==> src/rtl/memory_arbiter_pkg.sv <==
// Purpose : shared types and constants for the instruction/data RAM arbiter.
// Latency : n/a (declarations only).
// Backpr. : n/a (declarations only).
//
// Contents: RAM handshake state, arbiter FSM state constants, grant record,
// abort data word and small state-decode helpers.
package memory_arbiter_pkg;

  // RAM-side status reported every cycle by the memory model/controller.
  typedef enum logic [1:0] {
    FREE   = 2'd0,
    BUSY   = 2'd1,
    ACCESS = 2'd2,
    ERROR  = 2'd3
  } ramstate_t;

  // Arbiter FSM encoding. Kept as plain constants so the registered state
  // can be probed and compared by legacy tooling without enum casts.
  localparam logic [1:0] IDLE  = 2'd0;
  localparam logic [1:0] I_ACC = 2'd1;
  localparam logic [1:0] D_RD  = 2'd2;
  localparam logic [1:0] D_WR  = 2'd3;

  // Returned on the load bus of a requester whose access was aborted.
  localparam logic [31:0] ABORT_WORD = 32'hBAD0_BAD0;

  // Everything latched on the grant edge: target state, address, store data.
  typedef struct packed {
    logic [1:0]  state;
    logic [31:0] addr;
    logic [31:0] store;
  } grant_t;

  function automatic logic is_acc_state(input logic [1:0] s);
    return s != IDLE;
  endfunction

  function automatic logic is_data_state(input logic [1:0] s);
    return (s == D_RD) || (s == D_WR);
  endfunction

endpackage

==> src/rtl/memory_arbiter_if.sv <==
// Purpose : bundles the instruction cache, data cache and RAM signals of the arbiter.
// Latency : n/a (wiring only).
// Backpr. : valid/wait; a requester holds its request until it sees its wait low.
//
// Ports (slave = arbiter view):
//   iREN/iaddr -> iwait/iload        instruction fetch side
//   dREN/dWEN/daddr/dstore -> dwait/dload   data load/store side
//   ramREN/ramWEN/ramaddr/ramstore -> RAM, ramload/ramstate <- RAM
interface memory_arbiter_if;
  import memory_arbiter_pkg::*;

  // instruction cache side
  logic        iREN;
  logic [31:0] iaddr;
  logic        iwait;
  logic [31:0] iload;

  // data cache side
  logic        dREN;
  logic        dWEN;
  logic [31:0] daddr;
  logic [31:0] dstore;
  logic        dwait;
  logic [31:0] dload;

  // RAM side
  logic        ramREN;
  logic        ramWEN;
  logic [31:0] ramaddr;
  logic [31:0] ramstore;
  logic [31:0] ramload;
  ramstate_t   ramstate;

  // The arbiter itself.
  modport slave (
    input  iREN, iaddr, dREN, dWEN, daddr, dstore, ramload, ramstate,
    output iwait, iload, dwait, dload, ramREN, ramWEN, ramaddr, ramstore
  );

  // The surrounding environment: both caches plus the RAM.
  modport master (
    output iREN, iaddr, dREN, dWEN, daddr, dstore, ramload, ramstate,
    input  iwait, iload, dwait, dload, ramREN, ramWEN, ramaddr, ramstore
  );

endinterface

==> src/rtl/memory_arbiter_watchdog.sv <==
// Purpose : per-access stall counter; flags an access the RAM has not served in TIMEOUT cycles.
// Latency : o_expire is combinational from the registered count.
// Backpr. : none; counting freezes once the limit is reached until the next clear.
//
// Ports:
//   clk, rst   clock, asynchronous active-high reset
//   i_clear    start of a new access (grant edge), zeroes the count
//   i_enable   an access is in progress this cycle
//   i_hit      RAM reports ACCESS this cycle (no increment)
//   o_expire   count has reached TIMEOUT while an access is in progress
module memory_arbiter_watchdog #(
  parameter int TIMEOUT = 255
) (
  input  logic clk,
  input  logic rst,
  input  logic i_clear,
  input  logic i_enable,
  input  logic i_hit,
  output logic o_expire
);

  localparam int          CW    = (TIMEOUT < 1) ? 1 : $clog2(TIMEOUT + 1);
  localparam logic [CW-1:0] LIMIT = CW'(TIMEOUT);

  logic [CW-1:0] r_wd_cnt;
  logic          w_at_limit;

  assign w_at_limit = (r_wd_cnt == LIMIT);
  assign o_expire   = i_enable && w_at_limit;

  // Saturating at LIMIT keeps the counter from wrapping if the owner is
  // slow to leave the access state after expiry.
  always_ff @(posedge clk or posedge rst) begin
    if (rst) begin
      r_wd_cnt <= '0;
    end else if (i_clear) begin
      r_wd_cnt <= '0;
    end else if (i_enable && !i_hit && !w_at_limit) begin
      r_wd_cnt <= r_wd_cnt + CW'(1);
    end
  end

endmodule

==> src/rtl/memory_arbiter.sv <==
// Purpose : grants a single-port RAM to the instruction or data requester, data first with
//           a starvation override for fetch, automatic retry on ERROR and a stall watchdog.
// Latency : request seen in IDLE -> strobes next cycle; wait drops combinationally on ACCESS.
// Backpr. : valid/wait; requests arriving during an access wait for the next IDLE cycle.
//
// Ports:
//   CLK, RST      clock, asynchronous active-high reset
//   bus           memory_arbiter_if.slave (cache request/response and RAM signals)
//   timeout_err   sticky: some access was aborted by the watchdog; cleared by RST only
module memory_arbiter
  import memory_arbiter_pkg::*;
#(
  parameter int STARVE_MAX = 4,
  parameter int TIMEOUT    = 255
) (
  input  logic            CLK,
  input  logic            RST,
  memory_arbiter_if.slave bus,
  output logic            timeout_err
);

  localparam int            SW   = (STARVE_MAX < 1) ? 1 : $clog2(STARVE_MAX + 1);
  localparam logic [SW-1:0] SMAX = SW'(STARVE_MAX);

  // registered state
  logic [1:0]    r_state;
  logic [31:0]   r_ramaddr;
  logic [31:0]   r_ramstore;
  logic [SW-1:0] r_starve_cnt;
  logic          r_timeout_err;

  // combinational
  grant_t        w_grant;
  logic          w_grant_vld;
  logic          w_starved;
  logic          w_in_acc;
  logic          w_access;
  logic          w_expire;
  logic          w_abort;
  logic          w_done;
  logic          w_i_done;
  logic          w_d_done;
  logic [31:0]   w_done_data;
  logic [1:0]    w_state_nxt;
  logic          w_grant_is_d;

  // ---------------------------------------------------------------------------
  // Arbitration (only acted upon in IDLE)
  // ---------------------------------------------------------------------------
  assign w_starved = bus.iREN && (r_starve_cnt == SMAX);

  always_comb begin
    w_grant       = '0;
    w_grant.state = IDLE;
    if (w_starved) begin
      w_grant.state = I_ACC;
    end else if (bus.dWEN) begin
      // a simultaneous dREN is ignored: the store goes first
      w_grant.state = D_WR;
    end else if (bus.dREN) begin
      w_grant.state = D_RD;
    end else if (bus.iREN) begin
      w_grant.state = I_ACC;
    end
    w_grant.addr  = (w_grant.state == I_ACC) ? bus.iaddr : bus.daddr;
    w_grant.store = bus.dstore;
  end

  assign w_grant_vld  = (r_state == IDLE) && (w_grant.state != IDLE);
  assign w_grant_is_d = is_data_state(w_grant.state);

  // ---------------------------------------------------------------------------
  // Access completion
  // ---------------------------------------------------------------------------
  assign w_in_acc = is_acc_state(r_state);
  assign w_access = w_in_acc && (bus.ramstate == ACCESS);
  // ACCESS in the same cycle the watchdog reaches its limit is a success.
  assign w_abort  = w_expire && !w_access;
  assign w_done   = w_access || w_abort;

  assign w_i_done    = (r_state == I_ACC) && w_done;
  assign w_d_done    = is_data_state(r_state) && w_done;
  assign w_done_data = w_abort ? ABORT_WORD : bus.ramload;

  memory_arbiter_watchdog #(
    .TIMEOUT (TIMEOUT)
  ) u_watchdog (
    .clk      (CLK),
    .rst      (RST),
    .i_clear  (w_grant_vld),
    .i_enable (w_in_acc),
    .i_hit    (w_access),
    .o_expire (w_expire)
  );

  // ---------------------------------------------------------------------------
  // FSM: IDLE -> one ACC state -> IDLE. ERROR/BUSY/FREE simply hold the
  // ACC state, which keeps the strobes up and retries the same access.
  // ---------------------------------------------------------------------------
  always_comb begin
    w_state_nxt = r_state;
    if (r_state == IDLE) begin
      w_state_nxt = w_grant.state;
    end else if (w_done) begin
      w_state_nxt = IDLE;
    end
  end

  always_ff @(posedge CLK or posedge RST) begin
    if (RST) begin
      r_state    <= IDLE;
      r_ramaddr  <= '0;
      r_ramstore <= '0;
    end else begin
      r_state <= w_state_nxt;
      // address/data frozen for the whole access
      if (w_grant_vld) begin
        r_ramaddr  <= w_grant.addr;
        r_ramstore <= w_grant.store;
      end
    end
  end

  // ---------------------------------------------------------------------------
  // Starvation counter: data grants taken while a fetch was waiting.
  // ---------------------------------------------------------------------------
  always_ff @(posedge CLK or posedge RST) begin
    if (RST) begin
      r_starve_cnt <= '0;
    end else if (r_state == IDLE) begin
      if (w_grant.state == I_ACC || !bus.iREN) begin
        r_starve_cnt <= '0;
      end else if (w_grant_is_d && (r_starve_cnt != SMAX)) begin
        r_starve_cnt <= r_starve_cnt + SW'(1);
      end
    end
  end

  always_ff @(posedge CLK or posedge RST) begin
    if (RST) begin
      r_timeout_err <= 1'b0;
    end else if (w_abort) begin
      r_timeout_err <= 1'b1;
    end
  end

  // ---------------------------------------------------------------------------
  // Outputs. Waits follow the live request so a requester that dropped its
  // request mid-access never sees a stray completion pulse.
  // ---------------------------------------------------------------------------
  assign bus.ramREN   = (r_state == I_ACC) || (r_state == D_RD);
  assign bus.ramWEN   = (r_state == D_WR);
  assign bus.ramaddr  = r_ramaddr;
  assign bus.ramstore = r_ramstore;

  assign bus.iwait = bus.iREN && !w_i_done;
  assign bus.dwait = (bus.dREN || bus.dWEN) && !w_d_done;
  assign bus.iload = w_i_done ? w_done_data : '0;
  assign bus.dload = w_d_done ? w_done_data : '0;

  assign timeout_err = r_timeout_err;

endmodule
==> src/flat_wrapper.sv <==
// flat-port wrapper written by rule: the top's interface ports become plain ports
module memory_arbiter_flat import memory_arbiter_pkg::*;
#(
  parameter int STARVE_MAX = 4,
  parameter int TIMEOUT    = 255
)
  (CLK, RST, timeout_err, bus_iREN, bus_iaddr, bus_dREN, bus_dWEN, bus_daddr, bus_dstore, bus_ramload, bus_ramstate, bus_iwait, bus_iload, bus_dwait, bus_dload, bus_ramREN, bus_ramWEN, bus_ramaddr, bus_ramstore);
  memory_arbiter_if bus_i ();
  input  logic CLK;
  input  logic RST;
  output logic timeout_err;
  input wire logic [$bits(bus_i.iREN)-1:0] bus_iREN;
  input wire logic [$bits(bus_i.iaddr)-1:0] bus_iaddr;
  input wire logic [$bits(bus_i.dREN)-1:0] bus_dREN;
  input wire logic [$bits(bus_i.dWEN)-1:0] bus_dWEN;
  input wire logic [$bits(bus_i.daddr)-1:0] bus_daddr;
  input wire logic [$bits(bus_i.dstore)-1:0] bus_dstore;
  input wire logic [$bits(bus_i.ramload)-1:0] bus_ramload;
  input wire logic [$bits(bus_i.ramstate)-1:0] bus_ramstate;
  output wire logic [$bits(bus_i.iwait)-1:0] bus_iwait;
  output wire logic [$bits(bus_i.iload)-1:0] bus_iload;
  output wire logic [$bits(bus_i.dwait)-1:0] bus_dwait;
  output wire logic [$bits(bus_i.dload)-1:0] bus_dload;
  output wire logic [$bits(bus_i.ramREN)-1:0] bus_ramREN;
  output wire logic [$bits(bus_i.ramWEN)-1:0] bus_ramWEN;
  output wire logic [$bits(bus_i.ramaddr)-1:0] bus_ramaddr;
  output wire logic [$bits(bus_i.ramstore)-1:0] bus_ramstore;
  assign bus_i.iREN = bus_iREN;
  assign bus_i.iaddr = bus_iaddr;
  assign bus_i.dREN = bus_dREN;
  assign bus_i.dWEN = bus_dWEN;
  assign bus_i.daddr = bus_daddr;
  assign bus_i.dstore = bus_dstore;
  assign bus_i.ramload = bus_ramload;
  assign bus_i.ramstate = bus_ramstate;
  assign bus_iwait = bus_i.iwait;
  assign bus_iload = bus_i.iload;
  assign bus_dwait = bus_i.dwait;
  assign bus_dload = bus_i.dload;
  assign bus_ramREN = bus_i.ramREN;
  assign bus_ramWEN = bus_i.ramWEN;
  assign bus_ramaddr = bus_i.ramaddr;
  assign bus_ramstore = bus_i.ramstore;
  memory_arbiter #(.STARVE_MAX(STARVE_MAX), .TIMEOUT(TIMEOUT)) u_core (.CLK(CLK), .RST(RST), .bus(bus_i), .timeout_err(timeout_err));
endmodule
==> config.mk <==
export PLATFORM = sky130hd
export DESIGN_NAME = memory_arbiter_flat
export DESIGN_NICKNAME = d
export VERILOG_FILES = /design/src/rtl/memory_arbiter_pkg.sv /design/src/rtl/memory_arbiter_if.sv /design/src/rtl/memory_arbiter_watchdog.sv /design/src/rtl/memory_arbiter.sv /design/src/flat_wrapper.sv
export SDC_FILE = /design/constraint.sdc
export NUM_CORES = 1
export LEC_CHECK = 0
export ABC_CLOCK_PERIOD_IN_PS = 8450
export CAP_MARGIN = 20
export CORE_MARGIN = 2
export CORE_UTILIZATION = 38
export CTS_BUF_LIST = sky130_fd_sc_hd__clkbuf_8
export CTS_CLUSTER_DIAMETER = 80
export CTS_CLUSTER_SIZE = 25
export DETAILED_ROUTE_END_ITERATION = 7
export PLACE_DENSITY_LB_ADDON = 0.3
export SLEW_MARGIN = 20
export SYNTH_ARGS = -nofsm -noshare
export SYNTH_HDL_FRONTEND = slang
export SYNTH_SLANG_ARGS = --single-unit
==> constraint.sdc <==
create_clock -name CLK -period 8.45 [get_ports CLK]
set_clock_uncertainty 0.15 [all_clocks]
set_input_delay 2.1125 -clock CLK [delete_from_list [all_inputs] [get_ports CLK]]
set_output_delay 2.1125 -clock CLK [all_outputs]
set_load 0.02 [all_outputs]
==> qor.txt <==
fin nets: 833
Placed Instances: 815
YS warnings: 0
Skew-Pair Late Insertion Delay: 340 ps
IO Count: 268
die height: 106.8 µm
Slew @ Worst Pin: 1004 ps
ratio of cells with drive above 1 in the final layout: 3.885%
top-count cell post-synth: nand2_1
Reg area: 0.001952 mm²
final setup TNS: 0 ps
Worst Setup End Kind: output pin
Static Leakage: 3.245 nW
commonest cells in the netlist: nand2_1 (132), dfrtp_1 (78), o21ai_0 (37)
clock period minus worst slack: 6793 ps
die area: 0.01140 mm²
M1 GR Usage: 24.51%
critical path fanouts, max: 33
post-route cell area: 0.006912 mm²
CORE AREA: 0.01028 mm²
CP Data Required Time: 6190 ps
worst vdd ir: 0.1769 mV
slew margin rel.: 32.93%
biggest area consumer among synthesized cells: dfrtp_1
Max H-tree Level: 3
first-pass GRT wire length: 20.87 mm
DRT iter0 DRCs: 283
commonest register cell after synthesis: dfrtp_1
DR pass1 iterations: 4
Max Freq: 147.2 MHz
r2r startpoint: u_core.r_state[0]
initial antenna violation count: 0
fraction of registers with async set or reset after synthesis: 100.0%
Synth top area share: 48.64%
Final HPWL DP: 10.66 mm
gr ovfl total: 0
post-synthesis instance area: 0.004013 mm²
number of gates resized after cts: 0
Worst Reg2Reg Path Length in Cells: 7
met3 track demand over resource: 8.511%
port buffer count: 267
final antenna-violating net count: 0
Final Wtd Congestion: 0.8820
critical path launch point: bus_ramstate[0]
status: finished clean
Max-cap violations: 0
Post-Syn Instances: 440
area added between synthesis and finish: 72.25%
syn avg cell area: 9.120 µm²
Final Slew Violations: 0
CTS sink count: 78
drt via density: 4.928
FF+latch count, synth: 78
# fillers: 830
non-filler cells, final: 831
Arr. time, crit path: 4530 ps
WL final: 13.59 mm
critical path class: in -> out
post-route clock period utilization: 80.39%
final hold viol count: 0
detailed-route via count: 4,095
met2 Use GR: 42.58%
post-synthesis cell type count: 37
Synthesized Nets: 582
Placed Area: 0.006749 mm²
most used routing layer: met2
setup bufs post-CTS: 0
Post-Route Utilization: 67.25%
top cells by area, synth: dfrtp_1 (49%), nand2_1 (12%), mux2i_1 (8.5%)
number of flops mapped to enable cells by yosys: 0
largest net degree at the start of global routing: 85
clock root cell: clkbuf_8
total CTS buffers: 9
maximum clock path buffer count: 2
Diodes inserted: 0
RR Endpoint: u_core.u_watchdog.r_wd_cnt[7]
vias in the first global route: 4,039
Die W: 106.8 µm
unrepaired setup endpoints after global routing: false
CP Launch Type: primary input
Overall Global Routing Usage: 23.77%
CTS tree: built
CTS clk-pin slew, worst paths: 70 ps
# hold bufs at CTS: 0
Setup crit end: bus_iload[16]
power density over cell area: 284.7 mW/mm²
Initial Util: 39.04%
final setup violation count: 0
# DRC: 0
row count: 37
Routed wire per std cell: 16.35 µm
post-synthesis sequential area ratio: 48.64%
area occupied by multi-input gates: 0.001889 mm²
worst min-delay path class: reg -> reg
r2r setup slk: 6080 ps
report_power, final:
| group | switching, mW | leakage, nW | internal, mW |
|---|---|---|---|
| sequential | 0.0913 | 0.972 | 0.542 |
| combinational | 0.611 | 2.19 | 0.490 |
| clock | 0.131 | 0.0858 | 0.102 |
registers in the layout (all words and copies together) (netlist names):
signal and count:
u_core.bus.ramaddr 32, u_core.bus.ramstore 32, u_core.u_watchdog.r_wd_cnt 8, u_core.r_starve_cnt 3, u_core.r_state 2, u_core.timeout_err 1
cells in the final DEF, fill, tap and decap left out:
master | netlist | routed
clkdlybuf4s50_1 | 0 | 267
nand2_1 | 132 | 132
dfrtp_1 | 78 | 78
o21ai_0 | 37 | 37
mux2i_1 | 34 | 34
and3_1 | 33 | 33
o21a_1 | 32 | 32
clkbuf_8 | 0 | 9
inv_1 | 8 | 8
ha_1 | 7 | 7
nor2_1 | 6 | 6
nand3_1 | 5 | 5
a21oi_1 | 6 | 5
clkinv_2 | 0 | 5
buf_4 | 3 | 5
or3_1 | 3 | 3
o31ai_1 | 3 | 3
nand2b_1 | 2 | 2
o211ai_1 | 2 | 2
o41ai_1 | 2 | 2
o22ai_1 | 2 | 2
or4_1 | 2 | 2
inv_2 | 1 | 1
a21oi_4 | 0 | 1
o31ai_4 | 0 | 1
nand4_2 | 1 | 1
o32ai_1 | 1 | 1
and2_1 | 1 | 1
o21ai_4 | 0 | 1
nor3_1 | 1 | 1
xor2_1 | 1 | 1
o311ai_0 | 1 | 1
nor2b_1 | 1 | 1
or2_1 | 1 | 1
or3_4 | 1 | 1
nor3_2 | 1 | 1
o211a_1 | 1 | 1
clkinvlp_4 | 0 | 1
per-layer routing:
metal | share of wire [%] | routed length [µm]
met5 | 0 | 0
met4 | 4.1 | 555
met3 | 9.4 | 1281
met2 | 51 | 6969
met1 | 35 | 4780
worst max-delay path, cell delays in order:
cell and delay [ps]:
clkdlybuf4s50_1 410, nand2b_1 160, o21ai_0 100, and3_1 830
and3_1 300, clkdlybuf4s50_1 610
kinds of logic after synthesis:
| group | Yosys count | synth area share, % |
|---|---|---|
| AOI/OAI and AO/OA | 89 | 14.16 |
| DFF | 78 | 48.64 |
| xor gates and xnor gates | 1 | 0.2183 |
| and+or+nand+nor | 190 | 21.27 |
| buffers and inverters | 41 | 5.051 |
| muxes | 34 | 8.482 |
| adders and majority gates | 7 | 2.183 |
worst min path at each step:
stage               slack, ps                      end  cells past startpoint                     from
floorplan                 310   u_core.r_starve_cnt[2]                      1   u_core.r_starve_cnt[2]
global placement          300       u_core.timeout_err                      1       u_core.timeout_err
detailed placement        310       u_core.timeout_err                      1       u_core.timeout_err
CTS                       330  u_core.bus.ramstore[28]                      2  u_core.bus.ramstore[28]
global route              350   u_core.bus.ramstore[3]                      2   u_core.bus.ramstore[3]
finish                    320       u_core.timeout_err                      1       u_core.timeout_err
per-stage QoR:
step | setup WS (ps) | hold slack, ps | power [mW]
6_report | 1657 | 322.3 | 1.968
5_1_grt | 1479 | 351.8 | 2.107
4_1_cts | 1656 | 328.9 | 1.985
3_5_place_dp | 1659 | 307.8 | 1.749
3_3_place_gp | 1753 | 302.4 | 1.713
2_1_floorplan | 3093 | 314.0 | 1.208
area by class of cell:
type	instances	area share, %
clock buffers	9	1.792
clock inverters	6	0.4526
inverters	9	0.5069
multi-input cells	321	27.34
flip-flops and latches	78	28.24
well taps	136	2.462
repair buffers	272	39.21
Note: power is estimated with default switching activity, not from simulation.
